===== config.mk =====
export PLATFORM = sky130hd
export DESIGN_NAME = input_conditioner_flat
export DESIGN_NICKNAME = d
export VERILOG_FILES = /design/src/rtl/input_conditioner_pkg.sv /design/src/rtl/input_conditioner_if.sv /design/src/rtl/input_conditioner_debounce.sv /design/src/rtl/input_conditioner.sv /design/src/flat_wrapper.sv
export SDC_FILE = /design/constraint.sdc
export NUM_CORES = 1
export LEC_CHECK = 0
export ABC_AREA = 1
export CORE_MARGIN = 2
export CORE_UTILIZATION = 40
export CTS_BUF_LIST = sky130_fd_sc_hd__clkbuf_4 sky130_fd_sc_hd__clkbuf_8
export DETAILED_ROUTE_END_ITERATION = 8
export SYNTH_ARGS = -nofsm -noshare
export SYNTH_HDL_FRONTEND = slang
export SYNTH_SLANG_ARGS = --single-unit

===== constraint.sdc =====
create_clock -name clk_clk -period 3.45 [get_ports clk_clk]
set_input_delay 0.69 -clock clk_clk [delete_from_list [all_inputs] [get_ports clk_clk]]
set_output_delay 0.69 -clock clk_clk [all_outputs]
set_load 0.005 [all_outputs]

===== src/rtl/input_conditioner_pkg.sv =====
// rtl/input_conditioner_pkg.sv - shared constants and counter sizing helper for input_conditioner
// Contents:
//   DEFAULT_DEBOUNCE_CYCLES  10 ms at 50 MHz
//   SIM_DEBOUNCE_CYCLES      short period for simulation
//   CLK_HZ                   system clock frequency
//   cnt_width()              minimum counter width W with 2^W > debounce_cycles
package input_cond_pkg;

    localparam int DEFAULT_DEBOUNCE_CYCLES = 500000;
    localparam int SIM_DEBOUNCE_CYCLES     = 8;
    localparam int CLK_HZ                  = 50000000;

    function automatic int cnt_width(input int debounce_cycles);
        int w;
        w = 1;
        while ((64'd1 << w) <= 64'(debounce_cycles)) begin
            w = w + 1;
        end
        return w;
    endfunction

endpackage


===== src/rtl/input_conditioner_if.sv =====
// rtl/input_conditioner_if.sv - pin and conditioned-output bundle for input_conditioner
// Signals:
//   key_n_raw, sw_raw, edge_clear                 driven by master (board/test side)
//   pushbuttons_export, switches_export,
//   press_pulse, release_pulse, edge_capture      driven by slave (conditioner)
interface input_conditioner_if #(
    parameter int N_KEYS = 4,
    parameter int N_SW   = 10
);
    logic [N_KEYS-1:0] key_n_raw;
    logic [N_SW-1:0]   sw_raw;
    logic [N_KEYS-1:0] edge_clear;
    logic [N_KEYS-1:0] pushbuttons_export;
    logic [N_SW-1:0]   switches_export;
    logic [N_KEYS-1:0] press_pulse;
    logic [N_KEYS-1:0] release_pulse;
    logic [N_KEYS-1:0] edge_capture;

    modport master (
        output key_n_raw, sw_raw, edge_clear,
        input  pushbuttons_export, switches_export, press_pulse, release_pulse, edge_capture
    );

    modport slave (
        input  key_n_raw, sw_raw, edge_clear,
        output pushbuttons_export, switches_export, press_pulse, release_pulse, edge_capture
    );
endinterface


===== src/rtl/input_conditioner_debounce.sv =====
// rtl/input_conditioner_debounce.sv - one channel: two-flop synchroniser, counter debouncer, rise/fall pulses
// Ports:
//   clk_i    system clock
//   rst_i    synchronous reset, active-high
//   raw_i    asynchronous active-high input
//   level_o  registered debounced level
//   rise_o   one-cycle pulse the cycle after level_o goes 0->1
//   fall_o   one-cycle pulse the cycle after level_o goes 1->0
module debounce_channel #(
    parameter int DEBOUNCE_CYCLES = 8,
    parameter int CNT_W           = 4
) (
    input  logic clk_i,
    input  logic rst_i,
    input  logic raw_i,
    output logic level_o,
    output logic rise_o,
    output logic fall_o
);
    localparam logic [CNT_W-1:0] CNT_LAST = CNT_W'(DEBOUNCE_CYCLES - 1);

    logic             s1_q, s2_q;
    logic             stable_q, stable_d;
    logic [CNT_W-1:0] cnt_q, cnt_d;
    logic             level_q, level_dly_q;
    logic             rise_q, fall_q;

    // Any sample matching the accepted level wipes the count, so a bounce
    // back to the old level forfeits all progress.
    always_comb begin
        stable_d = stable_q;
        cnt_d    = '0;
        if (s2_q != stable_q) begin
            if (cnt_q == CNT_LAST) begin
                stable_d = s2_q;
            end else begin
                cnt_d = cnt_q + 1'b1;
            end
        end
    end

    always_ff @(posedge clk_i) begin
        if (rst_i) begin
            s1_q        <= 1'b0;
            s2_q        <= 1'b0;
            stable_q    <= 1'b0;
            cnt_q       <= '0;
            level_q     <= 1'b0;
            level_dly_q <= 1'b0;
            rise_q      <= 1'b0;
            fall_q      <= 1'b0;
        end else begin
            s1_q        <= raw_i;
            s2_q        <= s1_q;
            stable_q    <= stable_d;
            cnt_q       <= cnt_d;
            // Output level is a registered copy of the accepted level; the
            // pulses follow it by one more cycle.
            level_q     <= stable_q;
            level_dly_q <= level_q;
            rise_q      <= level_q & ~level_dly_q;
            fall_q      <= ~level_q & level_dly_q;
        end
    end

    assign level_o = level_q;
    assign rise_o  = rise_q;
    assign fall_o  = fall_q;
endmodule


===== src/rtl/input_conditioner.sv =====
// rtl/input_conditioner.sv - debounces DE1-SoC keys and switches, adds press/release pulses and sticky edge capture
// Ports:
//   clk_clk      system clock (50 MHz)
//   reset_reset  synchronous reset, active-high
//   io           input_conditioner_if.slave: raw pins and edge_clear in,
//                debounced levels, pulses and edge_capture out
module input_conditioner
    import input_cond_pkg::*;
#(
    parameter int N_KEYS          = 4,
    parameter int N_SW            = 10,
    parameter int DEBOUNCE_CYCLES = DEFAULT_DEBOUNCE_CYCLES,
    parameter int CNT_W           = 20
) (
    input logic                 clk_clk,
    input logic                 reset_reset,
    input_conditioner_if.slave  io
);
    if (DEBOUNCE_CYCLES < 2) begin : g_bad_cycles
        $error("DEBOUNCE_CYCLES must be at least 2");
    end
    if ((64'd1 << CNT_W) <= 64'(DEBOUNCE_CYCLES)) begin : g_bad_width
        $error("CNT_W too narrow for DEBOUNCE_CYCLES");
    end

    logic [N_KEYS-1:0] key_level, key_rise, key_fall;
    logic [N_SW-1:0]   sw_level;
    logic [N_KEYS-1:0] edge_capture_q, edge_capture_d;

    for (genvar i = 0; i < N_KEYS; i++) begin : g_key
        debounce_channel #(
            .DEBOUNCE_CYCLES (DEBOUNCE_CYCLES),
            .CNT_W           (CNT_W)
        ) u_chan (
            .clk_i   (clk_clk),
            .rst_i   (reset_reset),
            .raw_i   (~io.key_n_raw[i]),
            .level_o (key_level[i]),
            .rise_o  (key_rise[i]),
            .fall_o  (key_fall[i])
        );
    end

    for (genvar i = 0; i < N_SW; i++) begin : g_sw
        logic sw_rise_unused, sw_fall_unused;
        debounce_channel #(
            .DEBOUNCE_CYCLES (DEBOUNCE_CYCLES),
            .CNT_W           (CNT_W)
        ) u_chan (
            .clk_i   (clk_clk),
            .rst_i   (reset_reset),
            .raw_i   (io.sw_raw[i]),
            .level_o (sw_level[i]),
            .rise_o  (sw_rise_unused),
            .fall_o  (sw_fall_unused)
        );
    end

    // Clear first, then set, so a press arriving with a clear still latches.
    always_comb begin
        edge_capture_d = (edge_capture_q & ~io.edge_clear) | key_rise;
    end

    always_ff @(posedge clk_clk) begin
        if (reset_reset) begin
            edge_capture_q <= '0;
        end else begin
            edge_capture_q <= edge_capture_d;
        end
    end

    assign io.pushbuttons_export = key_level;
    assign io.switches_export    = sw_level;
    assign io.press_pulse        = key_rise;
    assign io.release_pulse      = key_fall;
    assign io.edge_capture       = edge_capture_q;
endmodule


===== src/flat_wrapper.sv =====
// flat-port wrapper written by rule: the top's interface ports become plain ports
module input_conditioner_flat import input_cond_pkg::*;
#(
    parameter int N_KEYS          = 4,
    parameter int N_SW            = 10,
    parameter int DEBOUNCE_CYCLES = DEFAULT_DEBOUNCE_CYCLES,
    parameter int CNT_W           = 20
)
  (clk_clk, reset_reset, io_key_n_raw, io_sw_raw, io_edge_clear, io_pushbuttons_export, io_switches_export, io_press_pulse, io_release_pulse, io_edge_capture);
  input_conditioner_if #(.N_KEYS(N_KEYS), .N_SW(N_SW)) io_i ();
  input logic clk_clk;
  input logic reset_reset;
  input wire logic [$bits(io_i.key_n_raw)-1:0] io_key_n_raw;
  input wire logic [$bits(io_i.sw_raw)-1:0] io_sw_raw;
  input wire logic [$bits(io_i.edge_clear)-1:0] io_edge_clear;
  output wire logic [$bits(io_i.pushbuttons_export)-1:0] io_pushbuttons_export;
  output wire logic [$bits(io_i.switches_export)-1:0] io_switches_export;
  output wire logic [$bits(io_i.press_pulse)-1:0] io_press_pulse;
  output wire logic [$bits(io_i.release_pulse)-1:0] io_release_pulse;
  output wire logic [$bits(io_i.edge_capture)-1:0] io_edge_capture;
  assign io_i.key_n_raw = io_key_n_raw;
  assign io_i.sw_raw = io_sw_raw;
  assign io_i.edge_clear = io_edge_clear;
  assign io_pushbuttons_export = io_i.pushbuttons_export;
  assign io_switches_export = io_i.switches_export;
  assign io_press_pulse = io_i.press_pulse;
  assign io_release_pulse = io_i.release_pulse;
  assign io_edge_capture = io_i.edge_capture;
  input_conditioner #(.N_KEYS(N_KEYS), .N_SW(N_SW), .DEBOUNCE_CYCLES(DEBOUNCE_CYCLES), .CNT_W(CNT_W)) u_core (.clk_clk(clk_clk), .reset_reset(reset_reset), .io(io_i));
endmodule

==> results.json <==
{
  "drt-vias-per-instance": 4.685,
  "drt_wl_total_um": 35340,
  "row_count": 75,
  "netlist_area_mm2": 0.01707,
  "ys.flop_type": "dfxtp_1",
  "dp_slack_ns": 1.175,
  "fillers": 4327,
  "slowest_delay_ns": 0.54,
  "cp_cell_sequence": "clkdlybuf4s50_1",
  "cts-root-buf": "clkbuf_8",
  "synth-async-reset-ratio_pct": 0,
  "wl_per_cell_um": 11.09,
  "status": "finished, final reports clean",
  "fin_ws_ns": 1.217,
  "grt_max_degree": 64,
  "place_hpwl_um": 25360,
  "ys_types": 36,
  "worst-setup-path-type": "flop to output port",
  "cts_tree": "built",
  "clock_skew_ns": 0.02261,
  "crit_buf_inv": 1,
  "drtPass1Iterations": 7,
  "powerDensity_mw_per_mm2": 439.7,
  "cp_slowest_cell": "clkdlybuf4s50_1",
  "ctsResizeCount": 0,
  "detail-route-antenna-nets": 0,
  "ir_drop_mv": 0.3182,
  "hold_violations": 0,
  "grt_remaining_overflow": 0,
  "rsz0062_at_grt": "false",
  "grt_pass1_wl_um": 62400,
  "yosysSeqAreaShare_pct": 41.29,
  "ff_latch_area_mm2": 0.007047,
  "grt_pass1_vias": 14420,
  "worst_pin_slew_ns": 0.7165,
  "die_w_um": 210.6,
  "period_needed_ns": 2.233,
  "core-area_mm2": 0.04204,
  "drive_gt1_share_pct": 6.307,
  "netlist_instances": 2540,
  "hp-class": "flop to flop",
  "clk_latency_ns": 0.61,
  "required_ns": 2.76,
  "whs_ns": 0.4025,
  "clock.fmax_ghz": 0.4479,
  "path_max_fanout": 2,
  "io-pin-count": 46,
  "die_y_um": 210.6,
  "end_kind": "output port",
  "clock_sinks": 352,
  "ys_warn_count": 0,
  "multi_input_area_mm2": 0.008543,
  "crit_arrival_ns": 1.54,
  "cp_top_family": "buffers and inverters",
  "leakage_uw": 0.006329,
  "cts_hold_buf": 0,
  "synth_edf_count": 0,
  "htree_levels": 3,
  "initial_core_util_pct": 40.60,
  "drv_slew": 0,
  "area_growth_syn_to_layout_pct": 12.62,
  "yosysTopAreaCell": "dfxtp_1",
  "via_count": 14930,
  "dr.first_iter.drc_count": 846,
  "avgSynthCellArea_um2": 6.720,
  "ys_seq_elements": 352,
  "clockBufferDepth": 3,
  "antenna_found_initial": 0,
  "numPortBuffers": 45,
  "synth_top_area_share_pct": 41.29,
  "tns_ns": 0,
  "fin_nets": 2640,
  "dieArea_mm2": 0.04434,
  "mostFrequentLayoutCells": "nor2_1, nand2_1, dfxtp_1",
  "min_period_over_period_pct": 64.71,
  "startpoint_type": "flop",
  "numCtsBuffers": 66,
  "place.gp.congestion": 0.8805,
  "clk_pin_slew_ns": 0.06,
  "final_common_cell": "nor2_1",
  "max-slew-margin-rel_pct": 52.23,
  "antenna_cells": 0,
  "cap_violations": 0,
  "drc": 0,
  "synth_area_leaders": "dfxtp_1, nor2_1, nand2_1, inv_1, nand3_1",
  "finalPower_uw": 8452,
  "track_usage_pct": 16.43,
  "setup_viol_count_final": 0,
  "synth_nets": 2574,
  "utilization_pct": 45.72,
  "postCtsSetupBuffers": 0
}
==> worst register-to-register path: stages, from the launching register on <==
cell and delay [ns]:
dfxtp_1 0.37, ha_1 0.23, nand2_1 0.08, nor2_2 0.17, nand2_1 0.07, nor2_1 0.24, nand2_1 0.08, nand2_1 0.51
nor2_1 0.11
==> cell usage after synthesis, types with 14 or more instances <==
library cell	n
nand4_1	42
o21ai_0	34
nand2_1	631
buf_4	25
nor2_1	638
dfxtp_1	352
xnor2_1	38
a21oi_1	102
o21bai_1	15
inv_1	290
xor2_1	79
nor3_1	28
ha_1	14
or2_2	15
nand3_1	146
==> cell families after synthesis <==
kind of cell    after synthesis  share of synthesized area, %
simple gates               1556                         37.64
flops                       352                         41.29
xor+xnor                    117                         6.004
fa+ha+maj                    14                         1.026
compound gates              160                         5.381
buf+inv                     341                         8.658
==> power breakdown <==
group | internal (uW) | total [uW] | switching, uW
clock network | 2520 | 4250 | 1720
logic | 39.3 | 107 | 67.5
registers | 4090 | 4100 | 10.2
total | 6650 | 8450 | 1800
==> final timing paths <==
check	from	endpoint	slack, ns	depth (start not counted)
setup / recovery	u_core.g_key[3].u_chan.level_o	io_pushbuttons_export[3]	1.22	1
hold / removal	u_core.g_sw[1].u_chan.s1_q	u_core.g_sw[1].u_chan.s2_q	0.40	2
setup reg to reg	u_core.g_sw[0].u_chan.cnt_q[0]	u_core.g_sw[0].u_chan.cnt_q[11]	1.43	8
hold reg to reg	u_core.g_sw[1].u_chan.s1_q	u_core.g_sw[1].u_chan.s2_q	0.40	2
==> flip-flops by register name (all words and copies together), names as in the netlist <==
name,count
u_core.g_key.u_chan.level_o,4
u_core.g_sw.u_chan.level_o,10
u_core.g_key.u_chan.rise_o,4
u_core.g_sw.u_chan.cnt_q,200
u_core.g_key.u_chan.s1_q,4
u_core.g_sw.u_chan.s1_q,10
u_core.g_key.u_chan.cnt_q,80
u_core.io.edge_capture,4
u_core.g_key.u_chan.level_dly_q,4
u_core.g_sw.u_chan.stable_q,10
u_core.g_key.u_chan.fall_o,4
u_core.g_sw.u_chan.s2_q,10
u_core.g_key.u_chan.s2_q,4
u_core.g_key.u_chan.stable_q,4
==> metal layers <==
layer / wire length [um] / vias to the layer above / global-route usage, % / part of all wire (%)
met5: 0 / - / 0 / 0
met3: 1760 / 49 / 3.531 / 5.0
met2: 15760 / 253 / 27.55 / 45
met4: 732 / 0 / 5.974 / 2.1
met1: 17080 / 6657 / 20.77 / 48
li1: - / 7973 / - / -
==> area by class of cell <==
class,count,share of cell area (%)
clock buffer,104,6.991
tap,539,3.508
timing repair buffer,47,2.395
sequential,352,36.66
multi-input combinational,1847,44.44
inverter,292,5.702
clock inverter,6,0.2994
==> through the flow <==
stage	area (um^2)	cells
global placement	17820	3077
global route	19220	3187
detailed placement	17820	3077
CTS	19220	3187
finish	19220	3187
floorplan	17070	2540
Power figures use the tool's default switching activity.
